**config.mk**
```make
export PLATFORM = sky130hd
export DESIGN_NAME = regfile_dump_reader_flat
export DESIGN_NICKNAME = d
export VERILOG_FILES = /design/src/rtl/regfile_dump_reader_if.sv /design/src/rtl/regfile_dump_reader.sv /design/src/flat_wrapper.sv
export SDC_FILE = /design/constraint.sdc
export NUM_CORES = 1
export LEC_CHECK = 0
export CAP_MARGIN = 15
export CORE_MARGIN = 4
export CORE_UTILIZATION = 43
export CTS_CLUSTER_SIZE = 24
export DETAILED_ROUTE_END_ITERATION = 7
export PLACE_DENSITY = 0.79
export SLEW_MARGIN = 30
export SYNTH_ARGS = -nofsm -noshare
export SYNTH_HDL_FRONTEND = slang
export SYNTH_SLANG_ARGS = --single-unit
```
**constraint.sdc**
```tcl
create_clock -name clk -period 2.3 [get_ports clk]
set_clock_uncertainty 0.2 [all_clocks]
set_input_delay 0.46 -clock clk [delete_from_list [all_inputs] [get_ports clk]]
set_output_delay 0.46 -clock clk [all_outputs]
set_load 0.01 [all_outputs]
```
**src/rtl/regfile_dump_reader_if.sv**
```systemverilog
// Beat stream from the register-file dump reader to the debug/trace sink.
// master drives the beat, slave returns ready.
interface regfile_dump_reader_if #(
    parameter int XLEN   = 32,
    parameter int ADDR_W = 5
);
    logic              dump_valid_o;
    logic              dump_ready_i;
    logic [ADDR_W-1:0] dump_addr_o;
    logic [XLEN-1:0]   dump_data_o;
    logic              dump_last_o;

    modport master (
        output dump_valid_o,
        output dump_addr_o,
        output dump_data_o,
        output dump_last_o,
        input  dump_ready_i
    );

    modport slave (
        input  dump_valid_o,
        input  dump_addr_o,
        input  dump_data_o,
        input  dump_last_o,
        output dump_ready_i
    );
endinterface

```
**src/rtl/regfile_dump_reader.sv**
```systemverilog
// Walks x0..x(NREGS-1) through an async regfile read port and streams beats.
// Optional REGDUMP_CHECKSUM_EN adds checksum_o, XOR of all accepted beats.
module regfile_dump_reader #(
    parameter int NREGS  = 32,
    parameter int XLEN   = 32,
    parameter int ADDR_W = 5
) (
    input  logic                  clk,
    input  logic                  rst_n,
    input  logic                  start_i,
    input  logic                  abort_i,
    output logic [ADDR_W-1:0]     rf_addr_o,
    input  logic [XLEN-1:0]       rf_data_i,
    regfile_dump_reader_if.master dump,
    output logic                  busy_o,
`ifdef REGDUMP_CHECKSUM_EN
    output logic [XLEN-1:0]       checksum_o,
`endif
    output logic                  done_o
);

    typedef enum logic [1:0] {
        IDLE,
        SCAN,
        DRAIN
    } state_t;

    localparam logic [ADDR_W:0] LAST = (ADDR_W+1)'(NREGS - 1);
    localparam logic [ADDR_W:0] ONE  = (ADDR_W+1)'(1);

    state_t          state;
    logic [ADDR_W:0] idx;
    logic            capture;
    logic            hs;

    // Output slot is free or emptying this cycle: safe to load the next beat.
    assign capture   = (state == SCAN) &&
                       (!dump.dump_valid_o || dump.dump_ready_i);
    assign hs        = dump.dump_valid_o && dump.dump_ready_i;
    assign busy_o    = (state != IDLE);
    assign rf_addr_o = (state == SCAN) ? idx[ADDR_W-1:0] : '0;

    // Scan FSM, beat output register and optional checksum accumulator.
    always_ff @(posedge clk or negedge rst_n) begin
        if (!rst_n) begin
            state             <= IDLE;
            idx               <= '0;
            done_o            <= 1'b0;
            dump.dump_valid_o <= 1'b0;
            dump.dump_addr_o  <= '0;
            dump.dump_data_o  <= '0;
            dump.dump_last_o  <= 1'b0;
`ifdef REGDUMP_CHECKSUM_EN
            checksum_o        <= '0;
`endif
        end else begin
            done_o <= 1'b0;
            if (abort_i && state != IDLE) begin
                state             <= IDLE;
                idx               <= '0;
                dump.dump_valid_o <= 1'b0;
`ifdef REGDUMP_CHECKSUM_EN
                checksum_o        <= '0;
`endif
            end else begin
                unique case (state)
                    IDLE: begin
                        if (start_i && !abort_i) begin
                            state <= SCAN;
                            idx   <= '0;
`ifdef REGDUMP_CHECKSUM_EN
                            checksum_o <= '0;
`endif
                        end
                    end
                    SCAN: begin
`ifdef REGDUMP_CHECKSUM_EN
                        if (hs) checksum_o <= checksum_o ^ dump.dump_data_o;
`endif
                        if (capture) begin
                            dump.dump_valid_o <= 1'b1;
                            dump.dump_addr_o  <= idx[ADDR_W-1:0];
                            dump.dump_data_o  <= rf_data_i;
                            dump.dump_last_o  <= (idx == LAST);
                            idx               <= idx + ONE;
                            if (idx == LAST) state <= DRAIN;
                        end else if (hs) begin
                            dump.dump_valid_o <= 1'b0;
                        end
                    end
                    DRAIN: begin
                        if (hs) begin
                            dump.dump_valid_o <= 1'b0;
                            state             <= IDLE;
                            done_o            <= 1'b1;
`ifdef REGDUMP_CHECKSUM_EN
                            checksum_o <= checksum_o ^ dump.dump_data_o;
`endif
                        end
                    end
                    default: state <= IDLE;
                endcase
            end
        end
    end

endmodule

```
**src/flat_wrapper.sv**
```systemverilog
// flat-port wrapper written by rule: the top's interface ports become plain ports
module regfile_dump_reader_flat 
#(
    parameter int NREGS  = 32,
    parameter int XLEN   = 32,
    parameter int ADDR_W = 5
)
  (clk, rst_n, start_i, abort_i, rf_addr_o, rf_data_i, busy_o, done_o, dump_dump_valid_o, dump_dump_addr_o, dump_dump_data_o, dump_dump_last_o, dump_dump_ready_i);
  regfile_dump_reader_if #(.XLEN(XLEN), .ADDR_W(ADDR_W)) dump_i ();
  input  logic clk;
  input  logic rst_n;
  input  logic start_i;
  input  logic abort_i;
  output logic [ADDR_W-1:0] rf_addr_o;
  input  logic [XLEN-1:0] rf_data_i;
  output logic busy_o;
  output logic done_o;
  output wire logic [$bits(dump_i.dump_valid_o)-1:0] dump_dump_valid_o;
  output wire logic [$bits(dump_i.dump_addr_o)-1:0] dump_dump_addr_o;
  output wire logic [$bits(dump_i.dump_data_o)-1:0] dump_dump_data_o;
  output wire logic [$bits(dump_i.dump_last_o)-1:0] dump_dump_last_o;
  input wire logic [$bits(dump_i.dump_ready_i)-1:0] dump_dump_ready_i;
  assign dump_dump_valid_o = dump_i.dump_valid_o;
  assign dump_dump_addr_o = dump_i.dump_addr_o;
  assign dump_dump_data_o = dump_i.dump_data_o;
  assign dump_dump_last_o = dump_i.dump_last_o;
  assign dump_i.dump_ready_i = dump_dump_ready_i;
  regfile_dump_reader #(.NREGS(NREGS), .XLEN(XLEN), .ADDR_W(ADDR_W)) u_core (.clk(clk), .rst_n(rst_n), .start_i(start_i), .abort_i(abort_i), .rf_addr_o(rf_addr_o), .rf_data_i(rf_data_i), .dump(dump_i), .busy_o(busy_o), .done_o(done_o));
endmodule
```
Word level (Yosys, flattened, before mapping)
Index checks and enable logic that the tools add are counted.
Operators by class
  $add $sub $neg: 1
  equal/unequal tests: 7
  mux-type cells: 18
  bitwise logic cells: 1
  reductions and logical operators: 14
Operators by type and width (number)
  $mux W6: 3
  $pmux W6 S2: 1
  $mux W2: 5
  $add A6 B1 Y6 const B: 1
  $eq A6 B5 Y1 const B: 1
  $mux W1: 6
  $ne A3 B1 Y1 const B: 2
  $pmux W2 S3: 1
  $reduce_and A3 Y1: 2
  $reduce_bool A3 Y1: 2
  $mux W5: 1
  $logic_and A1 B1 Y1: 4
  $reduce_and A4 Y1: 1
  $ne A3 B2 Y1 const B: 1
  $ne A3 B3 Y1 const B: 1
  $eq A2 B1 Y1 const B: 1
  $eq A2 B2 Y1 const B: 1
  $logic_not A1 Y1: 2
  $logic_not A2 Y1: 1
  $pmux W1 S2: 1
  $reduce_bool A2 Y1: 1
  $logic_or A1 B1 Y1: 1
  $not A1 Y1: 1
Word-level totals
  bits in registers: 48
  output and inout port bits: 46
  logic and storage cells: 48

Logic depth before layout (Yosys ltp)
Gate-level depths: netlist of run 1.
  depth after elaboration: 6
  mapped depth: 7

Worst setup path before layout of run 1
No wires, ideal clock.
  path kind: input port to flip-flop
  from: input port abort_i
  to: register u_core.dump.dump_addr_o[3]
  library setup time: 125 ps
  arrival: 1717 ps
  slack: 258 ps
  stages: 6
  cells stage by stage: or3b_1 -> buf_2 -> or2_1 -> buf_6 -> buf_6 -> mux2_4
Between the ends
  word-level cells in the longest chain between the ends: 3
RTL lines
  from (decl): line flat_wrapper.sv:13  | input logic abort_i;
  $logic_and A1 B1 Y1: line regfile_dump_reader.sv:58  | if (abort_i && state != IDLE) begin
  $not A1 Y1 (no source line)
  $reduce_and A3 Y1 (no source line)
  to (signal assigned): line regfile_dump_reader.sv:82  | dump.dump_addr_o <= idx[ADDR_W-1:0];
  to (decl): line regfile_dump_reader_if.sv:15  | output dump_addr_o,
No other way between the ends.
A chain may end at the register's enable or synchronous reset.

Worst setup path in the final report of run 1
  from: register u_core.state[1]
  to: output port busy_o
Between the ends
  word-level cells in the longest chain between the ends: 1
RTL lines
  from (decl): line regfile_dump_reader.sv:31  | state_t state;
  from (signal assigned): line regfile_dump_reader.sv:46  | state <= IDLE;
  from (signal assigned): line regfile_dump_reader.sv:59  | state <= IDLE;
  from (signal assigned): line regfile_dump_reader.sv:69  | state <= SCAN;
  $reduce_bool A2 Y1: line regfile_dump_reader.sv:40  | assign busy_o = (state != IDLE);
  to (decl): line flat_wrapper.sv:16  | output logic busy_o;
No other way between the ends.

==> run summary, run 1 <==
Max-Cap Viols - 0
Routed vias - 1,470
VDD IR max - 0.344 mV
H-Tree Depth - 2
Hold path startpoint - u_core.dump.dump_last_o$_DFFE_PN0P_
Worst r2r src - u_core.state[1]$_DFFE_PN0P_
Run status - complete, no violations
Yosys top cell by area - dfrtp_1
Grt total ovfl - 0
Crit Path Max Fanout - 7
Sink Count - 48
# diodes - 0
Worst min path class - reg -> reg
FF+latch count, synth - 48
Slew Limit Fails - 0
Die footprint - 6120 µm²
Port-buffer cells - 82
Post-synthesis instance area - 2120 µm²
Clk root buf - clkbuf_8
Register clock-pin slew on the reported worst setup and hold paths - 90 ps
Measured slew at the worst slew-check pin - 521 ps
Final setup vio count - 0
Critical Path Sink Type - primary output
Detailed Routing Iterations Pass 1 - 4
Fin nets - 276
Fin crit period - 2150 ps
CTS tree - built
Total track usage - 16.8%
CP max stage delay - 480 ps
Hpwl dp - 3480 µm
Critical Path AT - 1490 ps
Worst EP required - 1640 ps
Fin cells - 306
Die Y - 78.2 µm
Ys flop type - dfrtp_1
Number of global-route vias before repair - 1,579
Worst Setup SP - u_core.state[1]$_DFFE_PN0P_
DP Cell Count - 295
Ratio of cells with drive above 1 in the final layout - 24.7%
Row cnt - 25
Ys async rst share - 100%
Unique masters post-synth - 29
Ordered cell list for the critical path - nor2_1 > inv_1 > clkdlybuf4s50_1
Maximum root-to-sink buffer count - 2
Post-Syn Area per Cell - 14.6 µm²
Die width - 78.2 µm
DR iter-0 viols - 54
Largest net degree at the start of global routing - 28
Post-route ant nets - 0
Leakage power - 1.57 nW
Top cell type's share of synthesized area - 56.7%
Final Hold Viols - 0
Clock buffer count from CTS - 5
Core area - 4750 µm²
Post-Route WL - 4850 µm
Synth area leaders - dfrtp_1 57%, mux2_4 23%, buf_6 2.7%, o21ai_0 2.1%, mux2_2 1.6%
Delay-heaviest family, CP - buffers and inverters
EDFF count, synth - 0
Worst-Skew Late Latency - 300 ps
Max Clock Freq - 464 MHz
CP startpoint kind - flip-flop
Starting Density - 44.6%
Worst path slowest cell - clkdlybuf4s50_1
First-pass GRT wire length - 8070 µm
Ys Warns - 0
Routed vias/inst - 4.80
Syn-to-layout area delta - 52.0%
Sequential area share after synthesis - 56.7%
Critical path class - reg -> out
WL/cell - 15.9 µm
Buf/Inv on CP - 2
Syn Nets - 183
RSZ-0062 raised after global routing - false
Power Density - 915 nW/µm²
I/O pins - 83
# DRC - 0
GP Congestion - 0.807
Tcrit/Tclk final - 93.6%
Rel. slew slack - 65.2%
Final Core Density - 67.8%
Initial antenna violation count - 0
Post-Synthesis Cells - 145
-- cell usage in the layout (no fill, tap or decap), types with 2 or more instances in the layout --
| master | netlist | layout |
|---|---|---|
| and2_1 | 5 | 5 |
| buf_12 | 0 | 3 |
| buf_4 | 0 | 6 |
| clkbuf_8 | 0 | 7 |
| clkdlybuf4s50_1 | 0 | 76 |
| dfrtp_1 | 48 | 46 |
| dfrtp_2 | 0 | 2 |
| dlymetal6s2s_1 | 0 | 5 |
| inv_1 | 3 | 3 |
| mux2_2 | 3 | 3 |
| mux2_4 | 33 | 33 |
| nand2_1 | 8 | 8 |
| nand2b_1 | 4 | 4 |
| nand3_1 | 2 | 2 |
| nor2_1 | 4 | 4 |
| nor2b_1 | 3 | 2 |
| o21ai_0 | 9 | 9 |
| o31ai_1 | 2 | 2 |
-- logic make-up (layout without fill, tap and decap cells) --
logic type / Yosys count / count (layout) / share of synthesized area (%)
AOI/OAI and AO/OA: 17 / 17 / 5.31
muxes: 36 / 36 / 25.0
buffers and inverters: 9 / 103 / 3.42
adders and majority gates: 1 / 1 / 0.590
DFF: 48 / 48 / 56.7
and+or+nand+nor: 34 / 34 / 9.03
-- tightest hold or removal path: stages, from the launching register on --
cell,delay (ps)
dfrtp_1,350
nand2_1,60
o41ai_2,40
-- per-layer routing --
| layer | global-route usage [%] | up-vias | share of wire [%] |
|---|---|---|---|
| met3 | 4.59 | 10 | 6.6 |
| met1 | 22.6 | 702 | 46 |
| met5 | 0 | - | 0 |
| met4 | 6.82 | 0 | 2.1 |
| met2 | 25.6 | 64 | 45 |
| li1 | - | 694 | - |
-- path summary, 6_finish.rpt --
path,end,slack (ps),depth (start not counted)
max,busy_o,150,3
min,u_core.dump.dump_last_o$_DFFE_PN0P_,290,2
max reg2reg,u_core.idx[4]$_DFFE_PN0P_,260,4
min reg2reg,u_core.dump.dump_last_o$_DFFE_PN0P_,290,2
max in group asynchronous,u_core.state[1]$_DFFE_PN0P_,900,3
min in group asynchronous,u_core.dump.dump_data_o[23]$_DFFE_PN0P_,460,2
-- metrics by stage --
step / power [W] / area [µm²] / hold slack [ps] / worst slack [ps] / setup TNS [ps]
final: 0.00295 / 3220 / 287 / 147 / 0
after detailed placement: 0.00231 / 3050 / 265 / -131 / -4550
after CTS: 0.00298 / 3190 / 293 / 42.1 / 0
after global placement: 0.00227 / 3050 / 256 / -114 / -4100
after global routing: 0.00310 / 3220 / 315 / 52.1 / 0
after floorplan: 0.00169 / 2120 / -35.6 / 258 / 0
-- registers in the layout (all words and copies together) (netlist names) --
name	count
u_core.done_o	1
u_core.dump.dump_addr_o	5
u_core.dump.dump_data_o	32
u_core.dump.dump_last_o	1
u_core.dump.dump_valid_o	1
u_core.idx	6
u_core.state	2
-- Yosys cell counts (2+ instances only) --
| master | instances |
|---|---|
| dfrtp_1 | 48 |
| mux2_4 | 33 |
| o21ai_0 | 9 |
| nand2_1 | 8 |
| and2_1 | 5 |
| buf_6 | 5 |
| nand2b_1 | 4 |
| nor2_1 | 4 |
| inv_1 | 3 |
| mux2_2 | 3 |
| nor2b_1 | 3 |
| nand3_1 | 2 |
| o31ai_1 | 2 |
-- final cells by class --
cell class / count / area (µm²)
Fill cell: 365 / 1530
Timing Repair Buffer: 92 / 943
Inverter: 3 / 11.3
Tap cell: 67 / 83.8
Sequential cell: 48 / 1200
Multi-Input combinational cell: 88 / 853
Clock inverter: 1 / 30.0
Clock buffer: 7 / 96.3
-- power breakdown --
part	switching (W)	total [W]	internal [W]
sequential	0.000137	0.00120	0.00107
clock	0.000274	0.000658	0.000384
combinational	0.000347	0.00109	0.000739
total	0.000758	0.00295	0.00219
-- repair_timing --
item / 4_1_cts / 5_1_grt
endpoints found under the hold margin: 21 / 0
pin swaps: 0 / 0
resized for setup: 4 / 5
setup buffers: 0 / 2
hold buffers: 1 / 0
setup endpoints to repair: 5 / 5
Power figures use the tool's default switching activity.
==> inputs of run 2 (changes only) <==
--- a/config.mk
+++ b/config.mk
@@ -11,6 +11,7 @@
 export CTS_CLUSTER_SIZE = 24
 export DETAILED_ROUTE_END_ITERATION = 7
 export PLACE_DENSITY = 0.79
+export RECOVER_POWER = 50
 export SLEW_MARGIN = 30
 export SYNTH_ARGS = -nofsm -noshare
 export SYNTH_HDL_FRONTEND = slang
==> constraint.sdc (replaced) <==
create_clock -name clk -period 2.24 [get_ports clk]
set_clock_uncertainty 0.2 [all_clocks]
set_input_delay 0.448 -clock clk [delete_from_list [all_inputs] [get_ports clk]]
set_output_delay 0.448 -clock clk [all_outputs]
set_load 0.01 [all_outputs]
==> run summary, run 2 (same netlist as run 1, synthesis figures left out) <==
Run status - complete, no violations
Buf/Inv on CP - 1 (-1)
Syn-to-layout area delta - 52.4%
Register clock-pin slew on the reported worst setup and hold paths - 90 ps (about the same)
Routed vias - 1,507 (+2.5%)
Final setup vio count - 0 (unchanged)
WL/cell - 14.8 µm (-6.6%)
Clk root buf - clkbuf_8
Sink Count - 48 (unchanged)
Die width - 78.2 µm (unchanged)
Power, Total - 0.00287 W (-2.6%)
# DRC - 0 (unchanged)
R2R cell count - 5 (+1)
Critical path class - in -> reg
Max-Cap Viols - 0 (unchanged)
Hold path cells - 2 (unchanged)
Leakage power - 1.58 nW (+0.67%)
Detailed Routing Iterations Pass 1 - 4 (unchanged)
CP startpoint kind - input port
Critical Path AT - 2200 ps (+710 ps)
# diodes - 0 (unchanged)
Final setup margin - 55.0 ps (-91.7 ps)
Delay-heaviest family, CP - simple AND/OR/NAND/NOR gates
Die footprint - 6120 µm² (unchanged)
Ratio of cells with drive above 1 in the final layout - 25.8% (+1.1 points)
Slew Limit Fails - 0 (unchanged)
Hpwl dp - 3230 µm (-7.0%)
Total track usage - 15.1% (-1.6 points)
Ordered cell list for the critical path - clkdlybuf4s50_1 > or4b_1 > o31a_1 > or4_1 > o211ai_1
I/O pins - 83 (unchanged)
Tcrit/Tclk final - 97.5%
Worst-Skew Late Latency - 290 ps (about the same)
Stages on worst setup path - 5 (+2)
Row cnt - 25 (unchanged)
Maximum root-to-sink buffer count - 2 (unchanged)
Largest net degree at the start of global routing - 28 (unchanged)
DR iter-0 viols - 45 (-17%)
Initial antenna violation count - 0 (unchanged)
Measured slew at the worst slew-check pin - 1210 ps (+684 ps)
H-Tree Depth - 2 (unchanged)
Biggest regs - u_core.dump.dump_data_o x32, u_core.idx x6, u_core.dump.dump_addr_o x5
Max Clock Freq - 458 MHz
Commonest non-fill, non-tap cells in the layout - 76 x clkdlybuf4s50_1, 46 x dfrtp_1, 33 x mux2_4
Register with the most flip-flops - u_core.dump.dump_data_o
VDD IR max - 0.339 mV (-1.5%)
Pre-CTS setup slack - -205 ps (-74.2 ps)
Fill cells - 364 (-0.27%)
Critical Path Sink Type - flip-flop
CP max stage delay - 520 ps (+40 ps)
Routed vias/inst - 4.85 (+0.87%)
Hold slack - 298 ps (+11.7 ps)
Post-Route WL - 4610 µm (-5.1%)
Port-buffer cells - 82 (unchanged)
First-pass GRT wire length - 7310 µm (-9.4%)
Starting Density - 44.6% (unchanged)
Max reg flops - 32 (unchanged)
Grt total ovfl - 0 (unchanged)
Fin crit period - 2190 ps
Post-route ant nets - 0 (unchanged)
Worst path slowest cell - or4b_1
Final Hold Viols - 0 (unchanged)
Worst min path class - reg -> reg
Die Y - 78.2 µm (unchanged)
Fin nets - 282 (+2.2%)
Worst EP required - 2250 ps (+610 ps)
Rel. slew slack - 19.6% (-46 points)
Most common cell after layout, fill and taps aside - clkdlybuf4s50_1
CTS tree - built
Crit Path Max Fanout - 4 (-3)
Clock buffer count from CTS - 5 (unchanged)
Number of global-route vias before repair - 1,505 (-4.7%)
GP Congestion - 0.847 (+4.9%)
Core area - 4750 µm² (unchanged)
Power Density - 889 nW/µm² (-2.8%)
-- run 2: area by class of cell --
class	count	area [µm²]	area share [%]
Clock inverter	1	8.76	0.271
Sequential cell	48	1200	37.3
Multi-Input combinational cell	88	853	26.4
Inverter	3	11.3	0.349
Timing Repair Buffer	98	987	30.6
Clock buffer	6	82.6	2.56
Tap cell	67	83.8	2.59
-- run 2: through the flow --
step	std cells	util (%)	TNS, ps	area, µm²
2_1_floorplan	145	-	0	2120
3_3_place_gp	296	64.3	-6990	3060
3_5_place_dp	296	64.3	-7640	3060
4_1_cts	308	67.2	0	3200
5_1_grt	311	67.9	-25.9	3230
6_report	311	67.9	0	3230
-- run 2: routing by layer --
metal | share of wire [%] | up-vias | global-route usage (%)
met2 | 45 | 68 | 22.4
li1 | - | 706 | -
met1 | 46 | 724 | 21.0
met3 | 7.3 | 9 | 4.93
met4 | 1.3 | 0 | 4.90
met5 | 0 | - | 0
-- run 2: power by group --
part           switching, W  total [W]  internal [W]
clock              0.000271   0.000517      0.000246
combinational      0.000355    0.00112      0.000768
sequential         0.000136    0.00123       0.00109
-- run 2: worst paths after layout --
path                                                     start                                 endpoint  slack, ps
min in group asynchronous                                rst_n  u_core.dump.dump_data_o[25]$_DFFE_PN0P_        720
hold / removal             u_core.dump.dump_last_o$_DFFE_PN0P_      u_core.dump.dump_last_o$_DFFE_PN0P_        300
hold reg to reg            u_core.dump.dump_last_o$_DFFE_PN0P_      u_core.dump.dump_last_o$_DFFE_PN0P_        300
setup / recovery                                       abort_i                u_core.idx[4]$_DFFE_PN0P_         50
setup reg to reg                   u_core.state[0]$_DFFE_PN0P_                u_core.idx[4]$_DFFE_PN0P_         80
max in group asynchronous                                rst_n              u_core.state[1]$_DFFE_PN0P_        370
-- run 2: worst register-to-register path, delay by kind of cell, from the launching register on --
kind	cells	cell delay [ps]
flip-flops	1	440
buffers and inverters	1	140
AO/OA/AOI/OAI	2	250
AND/OR/NAND/NOR	2	1040
-- run 2: what timing repair did --
item,CTS,global route
endpoints found under the hold margin,21,0
setup buffers,4,3
hold buffers,1,0
setup endpoints to repair,5,6
gates resized for setup,4,5
